File: src/rtl/mem_access_stage.sv
// DLX MEM stage: byte/half/word loads and stores over a req/ack data port.
// Define MEM_MISALIGN_TRAP_EN to trap misaligned half/word accesses.
module mem_access_stage #(
    parameter int TIMEOUT_CYCLES = 16
) (
    input  logic        clock4,
    input  logic        reset4,
    input  logic [31:0] alu_in4,
    input  logic [31:0] bin4,
    input  logic [31:0] inst_in4,
    input  logic        mem_wr_en_in4,
    input  logic [31:0] dmem_rdata,
    input  logic        dmem_ack,
    output logic        dmem_req,
    output logic        dmem_wr,
    output logic [31:0] dmem_addr,
    output logic [3:0]  dmem_be,
    output logic [31:0] dmem_wdata,
    output logic [31:0] alu_out4,
    output logic [31:0] lmd_out4,
    output logic [31:0] inst_out4,
    output logic        stall4,
    output logic        mem_err4
);

    typedef enum logic {IDLE, BUSY} state_t;

    localparam logic [5:0] OP_LB  = 6'b000001;
    localparam logic [5:0] OP_LBU = 6'b000010;
    localparam logic [5:0] OP_LH  = 6'b000011;
    localparam logic [5:0] OP_LHU = 6'b000100;
    localparam logic [5:0] OP_LW  = 6'b000101;
    localparam logic [5:0] OP_SB  = 6'b001000;
    localparam logic [5:0] OP_SH  = 6'b001001;
    localparam logic [5:0] OP_SW  = 6'b001010;

    localparam logic [7:0] LAST = 8'(TIMEOUT_CYCLES - 1);

    state_t      state, state_d;
    logic [7:0]  cnt, cnt_d;
    logic [5:0]  op_q, op_d;
    logic [1:0]  lo_q, lo_d;
    logic [31:0] ir_q, ir_d;
    logic [31:0] adr_q, adr_d;

    logic        req_d, wr_d, err_d;
    logic [31:0] addr_d, wdata_d, alu_d, lmd_d, inst_d;
    logic [3:0]  be_d;

    logic [5:0]  opc;
    logic        is_load, is_store, is_mem;
    logic        sz_b, sz_h, sz_w, misal, trap;
    logic [1:0]  lo;
    logic [3:0]  be_in;
    logic [31:0] wd_in;
    logic        q_load;

    assign opc = inst_in4[31:26];

    always_comb begin
        is_load  = opc inside {OP_LB, OP_LBU, OP_LH, OP_LHU, OP_LW};
        is_store = (opc inside {OP_SB, OP_SH, OP_SW}) && mem_wr_en_in4;
        is_mem   = is_load || is_store;
        sz_b     = opc inside {OP_LB, OP_LBU, OP_SB};
        sz_h     = opc inside {OP_LH, OP_LHU, OP_SH};
        sz_w     = opc inside {OP_LW, OP_SW};
        misal    = (sz_h && alu_in4[0]) || (sz_w && (alu_in4[1:0] != 2'b00));
    end

`ifdef MEM_MISALIGN_TRAP_EN
    assign trap = is_mem && misal;
    assign lo   = alu_in4[1:0];
`else
    // Offending low bits are dropped so the access stays naturally aligned
    assign trap = 1'b0;
    assign lo   = sz_w ? 2'b00 :
                  sz_h ? {alu_in4[1], 1'b0} :
                  alu_in4[1:0];
`endif

    always_comb begin
        be_in = 4'b1111;
        wd_in = bin4;
        unique case (1'b1)
            sz_b: begin
                be_in = 4'b0001 << lo;
                wd_in = bin4 << {lo, 3'b000};
            end
            sz_h: begin
                be_in = lo[1] ? 4'b1100 : 4'b0011;
                wd_in = bin4 << {lo[1], 4'b0000};
            end
            default: begin
                be_in = 4'b1111;
                wd_in = bin4;
            end
        endcase
    end

    function automatic logic [31:0] fmt(
        input logic [5:0]  op,
        input logic [1:0]  sel,
        input logic [31:0] d
    );
        logic [31:0] sh;
        logic [15:0] h;
        sh = d >> {sel, 3'b000};
        h  = sel[1] ? d[31:16] : d[15:0];
        case (op)
            OP_LB:   fmt = {{24{sh[7]}}, sh[7:0]};
            OP_LBU:  fmt = {24'h0, sh[7:0]};
            OP_LH:   fmt = {{16{h[15]}}, h};
            OP_LHU:  fmt = {16'h0, h};
            default: fmt = d;
        endcase
    endfunction

    assign q_load = op_q inside {OP_LB, OP_LBU, OP_LH, OP_LHU, OP_LW};

    always_comb begin
        state_d = state;
        cnt_d   = cnt;
        op_d    = op_q;
        lo_d    = lo_q;
        ir_d    = ir_q;
        adr_d   = adr_q;
        req_d   = dmem_req;
        wr_d    = dmem_wr;
        addr_d  = dmem_addr;
        be_d    = dmem_be;
        wdata_d = dmem_wdata;
        alu_d   = alu_out4;
        lmd_d   = lmd_out4;
        inst_d  = inst_out4;
        err_d   = 1'b0;
        stall4  = 1'b0;
        unique case (state)
            IDLE: begin
                if (trap) begin
                    inst_d = 32'h0;
                    err_d  = 1'b1;
                end else if (is_mem) begin
                    stall4  = 1'b1;
                    state_d = BUSY;
                    cnt_d   = 8'd0;
                    op_d    = opc;
                    lo_d    = lo;
                    ir_d    = inst_in4;
                    adr_d   = alu_in4;
                    req_d   = 1'b1;
                    wr_d    = is_store;
                    addr_d  = {alu_in4[31:2], 2'b00};
                    be_d    = be_in;
                    wdata_d = wd_in;
                    inst_d  = 32'h0;
                end else begin
                    alu_d  = alu_in4;
                    inst_d = inst_in4;
                end
            end
            BUSY: begin
                if (dmem_ack) begin
                    // Release the stall now so EX advances past this op
                    state_d = IDLE;
                    req_d   = 1'b0;
                    wr_d    = 1'b0;
                    inst_d  = ir_q;
                    alu_d   = adr_q;
                    if (q_load) lmd_d = fmt(op_q, lo_q, dmem_rdata);
                end else begin
                    stall4 = 1'b1;
                    if (cnt == LAST) begin
                        state_d = IDLE;
                        cnt_d   = 8'd0;
                        req_d   = 1'b0;
                        wr_d    = 1'b0;
                        err_d   = 1'b1;
                        inst_d  = 32'h0;
                    end else begin
                        cnt_d = cnt + 8'd1;
                    end
                end
            end
        endcase
    end

    always_ff @(posedge clock4 or posedge reset4) begin
        if (reset4) begin
            state      <= IDLE;
            cnt        <= 8'd0;
            op_q       <= 6'd0;
            lo_q       <= 2'd0;
            ir_q       <= 32'h0;
            adr_q      <= 32'h0;
            dmem_req   <= 1'b0;
            dmem_wr    <= 1'b0;
            dmem_addr  <= 32'h0;
            dmem_be    <= 4'h0;
            dmem_wdata <= 32'h0;
            alu_out4   <= 32'h0;
            lmd_out4   <= 32'h0;
            inst_out4  <= 32'h0;
            mem_err4   <= 1'b0;
        end else begin
            state      <= state_d;
            cnt        <= cnt_d;
            op_q       <= op_d;
            lo_q       <= lo_d;
            ir_q       <= ir_d;
            adr_q      <= adr_d;
            dmem_req   <= req_d;
            dmem_wr    <= wr_d;
            dmem_addr  <= addr_d;
            dmem_be    <= be_d;
            dmem_wdata <= wdata_d;
            alu_out4   <= alu_d;
            lmd_out4   <= lmd_d;
            inst_out4  <= inst_d;
            mem_err4   <= err_d;
        end
    end

endmodule

File: config.mk
export PLATFORM = sky130hd
export DESIGN_NAME = mem_access_stage
export DESIGN_NICKNAME = d
export VERILOG_FILES = /design/src/rtl/mem_access_stage.sv
export SDC_FILE = /design/constraint.sdc
export NUM_CORES = 1
export LEC_CHECK = 0
export ABC_AREA = 1
export CORE_AREA = 2 2 183 95
export DETAILED_ROUTE_END_ITERATION = 10
export DIE_AREA = 0 0 185 97
export DONT_BUFFER_PORTS = 1
export MAX_ROUTING_LAYER = met4
export PLACE_DENSITY = 0.83
export RECOVER_POWER = 100
export SYNTH_ARGS = -nofsm -noshare
export SYNTH_HDL_FRONTEND = slang
export SYNTH_SLANG_ARGS = --single-unit
File: constraint.sdc
create_clock -name clock4 -period 7.6 [get_ports clock4]
set_input_delay 0.38 -clock clock4 [delete_from_list [all_inputs] [get_ports clock4]]
set_output_delay 0.38 -clock clock4 [all_outputs]
set_load 0.005 [all_outputs]
After elaboration in Yosys (flattened, before gate mapping):

Cells that the tools add are included.

* register bits after elaboration: 246
* bits in latches: 0
* bits in writable memories: 0
* bits in read-only memories: 0
* input port bits: 132
* output and inout port bits: 168
* memories kept: 0

* $add $sub $neg: 1
* $mul: 0
* div/mod/pow operators: 0
* order comparisons: 0
* eq/ne operators: 19
* shift-type cells: 4
* muxes and demuxes: 33
* bitwise logic cells: 1
* reductions and logical operators: 13

Operator list (count)
* $pmux 32 s2: 3
* $mux 32: 5
* $pmux 32 s4: 1
* $shl 32x5->32: 2
* $shr 32x5->8: 1
* $eq 6x2->1 const B: 4
* $eq 6x3->1 const B: 4
* $mux 8: 3
* $eq 6x4->1 const B: 3
* $mux 16: 1
* $pmux 8 s2: 1
* $eq 6x1->1 const B: 2
* $mux 1: 11
* $pmux 1 s2: 5
* $reduce_bool 5->1: 2
* $reduce_bool 3->1: 3
* $add 8x1->8 const B: 1
* $eq 8x4->1 const B: 1
* $ne 2x2->1 const B: 4
* $pmux 4 s2: 1
* $reduce_and 2->1: 4
* $mux 4: 1
* $shl 1x2->4 const A: 1
* $ne 3x2->1 const B: 1
* other kinds (6): 6

Logic depth before layout (Yosys ltp):

* depth in word-level cells: 6
* depth in mapped cells: 13
* depth with buffers taken out: 12

Worst setup path before layout:

Ideal clock, no wire load.

* path type: register -> register
* start point: register op_q[2]
* end point: register lmd_out4[22]
* library setup time: 0.123 ns
* arrival: 1.481 ns
* required time: 7.477 ns
* setup slack: 5.996 ns
* cell stages (with the launch flop): 13
* path buffers: 2
* cells stage by stage: dfrtp_1 -> nor2_4 -> nand2_2 -> nor2_2 -> inv_2 -> nand2_4 -> nor2_4 -> inv_2 -> buf_4 -> buf_6 -> nor2_1 -> o21ai_0 -> nand2_1

* longest elaborated chain between the ends: 3
* elaborated cells on any way between the ends: 8
* those cells by class: eq/ne (5); mux (1); reduce/logical (2)

Ends and longest elaborated chain
* start: declaration: RTL line 41 `logic [5:0] op_q, op_d;`
* start signal: assignment: RTL line 207 `op_q <= op_d;`
* $eq 6x1->1 (tied with other cells): RTL line 109, 118
* $reduce_bool 5->1: RTL line 118 `assign q_load = op_q inside {OP_LB, OP_LBU, OP_LH, OP_LHU, OP_LW};`
* $reduce_and 3->1 (no source line)
* end signal: assignment: RTL line 217 `lmd_out4 <= lmd_d;`
* end: declaration: RTL line 20 `output logic [31:0] lmd_out4,`

Parallel ways exist; a longest one is shown, timed or not.
A chain may end at the register's enable or synchronous reset.

Final worst setup path:

* start point: register state
* end point: register dmem_wdata[21]

* longest elaborated chain between the ends: 2

Ends and longest elaborated chain
* start: declaration: RTL line 39 `state_t state, state_d;`
* start signal: assignment: RTL line 205 `state <= state_d;`
* $not 1->1 (no source line)
* $reduce_and 2->1 (no source line)
* end signal: assignment: RTL line 215 `dmem_wdata <= wdata_d;`
* end: declaration: RTL line 18 `output logic [31:0] dmem_wdata,`

Every way passes these cells.

==> flow_summary.ini <==
[status]
outcome = finished with violations
failed_checks = hold timing, capacitance limit, slew limit

[floorplan]
core_area_sq_um = 16190
fp.dieH_microns = 97
pin_count = 300
die_area_sq_um = 17950
fp.dieW_microns = 185
start_util_pct = 63.76
row_count = 33

[synth]
postSynthCellCount = 1273
ys_seq_area_share_pct = 50.92
synth_area_per_cell_sq_um = 8.107
syn_area_sq_um = 10320
yosysWarningCount = 0
yosysUniqueCellTypes = 37
synth_seq_cells = 210

[layout]
num_antenna_cells = 0
utilization_pct = 65.70
nets = 1350
design_area_sq_um = 10630
layout-drive-gt1-share_pct = 6.840
num-fill-cells = 1347
areaGrowthSynthToFinish_pct = 3.043

[place]
placed_area_sq_um = 10020
io_buffers = 0
hpwl_microns = 18200
gp_congestion = 0.9561

[clock_tree]
clk_path_buf_depth = 3
cts_root_buf = clkbuf_16
cts.sinks = 210
cts.htree.levels = 1
cts.repair.resized = 0
path_clk_slew_ps = 70
postCtsSetupBuffers = 0
hold_buffers = 10
numCtsBuffers = 19
clock_latency_ps = 480
cts_tree = built

[sta]
rsz0062_at_grt = no
fin_skew_ps = 10.60
worst_slew_pin_slew_ps = 3748
maxSlewViolCount = 168
period_share_pct = 64.97
setup_tns_ps = 0
hold_violations = 46
clock.fmax_ghz = 0.2025
setup_viol = 0
min_period_ps = 4937
max-slew-margin-rel_pct = -149.8
hold_ws_ps = -29.32

[route]
vias_per_cell = 5.788
wl_microns = 26150
wl_per_cell_microns = 17.98
routed-via-count = 8422
drt_first_pass_iters = 5
drtIter0Drc = 688
antenna_left = 0
drc = 0

[setup_path]
cp_cell_sequence = inv_1 -> nand2_1 -> inv_1 -> buf_4 -> nand2_2 -> inv_1 -> nand2_1 -> nand3_1
required_ps = 8010
cp_data_arrival_time_ps = 5350
worst-path-buf-inv = 4
cp_top_family = buffers and inverters
ff2ff_path_depth = 8
reg2reg_slack_ps = 2660
critPathLaunchType = flop
critical_path_class = flop to flop
end_kind = flop
r2r_start = state
crit_fanout = 59
cpPeakStageDelay_ps = 1470
critPathSlowestCell = nand2_1
path_common_cell = inv_1
r2r-end = dmem_wdata[21]

[hold_path]
hold_class = primary input to asynchronous set/reset pin

[global_routing]
grt_pass1_vias = 8277
grt_pass1_wl_microns = 41910
grt_overflow = 0
grt_max_degree = 144
grt_use_total_pct = 29.82
antenna_found_initial = 0

[power_and_ir_drop]
ir_drop_mv = 0.1530
p_per_area_nw_per_um2 = 307.2
p_leak_uw = 0.005146
power.total_uw = 3267

[job]
maxCapViolCount = 3
[synthesized netlist by cell type (all sizes together)]
cell type | count | area, sq um
nand2 | 452 | 1748
nand4 | 2 | 12.51
nor2 | 111 | 484.2
or2 | 1 | 6.260
nor4 | 1 | 6.260
buf | 81 | 580.6
clkbuf | 15 | 57.55
a21oi | 60 | 300.3
nand3 | 46 | 240.2
o21ai | 111 | 555.5
o32ai | 2 | 17.52
conb | 1 | 3.750
mux2i | 1 | 10.01
a22oi | 1 | 7.510
nand3b | 1 | 20.02
o211ai | 27 | 202.7
ha | 1 | 12.51
inv | 105 | 394.1
clkinv | 1 | 5.000
o221ai | 5 | 43.79
o21a | 2 | 15.01
nor3 | 2 | 10.01
a31oi | 34 | 331.6
dfrtp | 210 | 5255
[worst max path at each step]
stage                       from             end  slack, ps  cells past startpoint
after floorplan           reset4        adr_q[0]       1480                      1
after global placement     state  dmem_wdata[16]       4740                      8
after detailed placement   state  dmem_wdata[17]       4670                      8
after CTS                  state  dmem_wdata[21]       4650                      8
after global routing       state  dmem_wdata[21]       2290                      8
final                      state  dmem_wdata[21]       2660                      8
[cells by family (layout without fill, tap and decap cells)]
kind of cell,Yosys count,in the layout,synth area share (%)
and+or+nand+nor,616,616,24.49
AOI/OAI and AO/OA,242,242,14.28
DFF,210,210,50.92
buffers and inverters,202,156,10.05
adders and majority gates,1,1,0.1212
other,1,2,0.03634
muxes,1,1,0.09700
[per-layer routing]
metal | part of all wire [%] | global-route usage [%] | vias to the layer above
met5 | 0 | - | -
met4 | 4.0 | 12.33 | 0
met3 | 10 | 8.471 | 91
met2 | 47 | 47.39 | 408
met1 | 39 | 35.93 | 3984
li1 | - | - | 3939
[worst reg2reg max path, cell delays in order (launching register included)]
cell,delay (ps)
dfrtp_1,370
inv_1,810
nand2_1,1480
inv_1,1210
buf_4,500
nand2_2,190
inv_1,170
nand2_1,70
nand3_1,80
[stage by stage]
step	worst slack, ps	instances
3_3_place_gp	4736	1411
2_1_floorplan	1482	1274
4_1_cts	4649	1453
5_1_grt	2291	1455
6_report	2663	1455
3_5_place_dp	4673	1411
[state kept, by name (all words and copies together), names as in the netlist]
| name | flops |
|---|---|
| adr_q | 32 |
| alu_out4 | 32 |
| dmem_wdata | 32 |
| inst_out4 | 32 |
| lmd_out4 | 32 |
| ir_q | 26 |
| cnt | 8 |
| op_q | 6 |
| dmem_be | 4 |
| lo_q | 2 |
| dmem_req | 1 |
| dmem_wr | 1 |
| mem_err4 | 1 |
| state | 1 |
[area by class of cell]
type                       count  area (sq um)  share of cell area, %
sequential                   210          5255                  49.42
multi-input combinational    862          3980                  37.43
clock buffer                  21         493.0                  4.636
inverter                     106         406.6                  3.824
tap                          227         284.0                  2.671
timing repair buffer          18         157.7                  1.483
clock inverter                11         57.56                 0.5412
[report_power, final]
part / total (uW) / switching, uW / internal, uW
sequential: 1730 / 300 / 1430
clock: 879 / 410 / 469
combinational: 654 / 419 / 235
[placed cells by master, fill, tap and decap left out, drive strengths merged]
cell type and n:
o21a 2, dfrtp 210, nand4 2, o21ai 111, clkinv 11, or2 1
nor2 111, dlygate4sd3 12, conb 2, a22oi 1, clkinvlp 2, o32ai 2
nand2 452, a31oi 34, nand3b 1, clkbuf 23, o221ai 5, ha 1
o211ai 27, a21oi 60, inv 104, nand3 46, mux2i 1, nor3 2
nor4 1, buf 4
No activity file was read; power rests on OpenSTA's default activity.
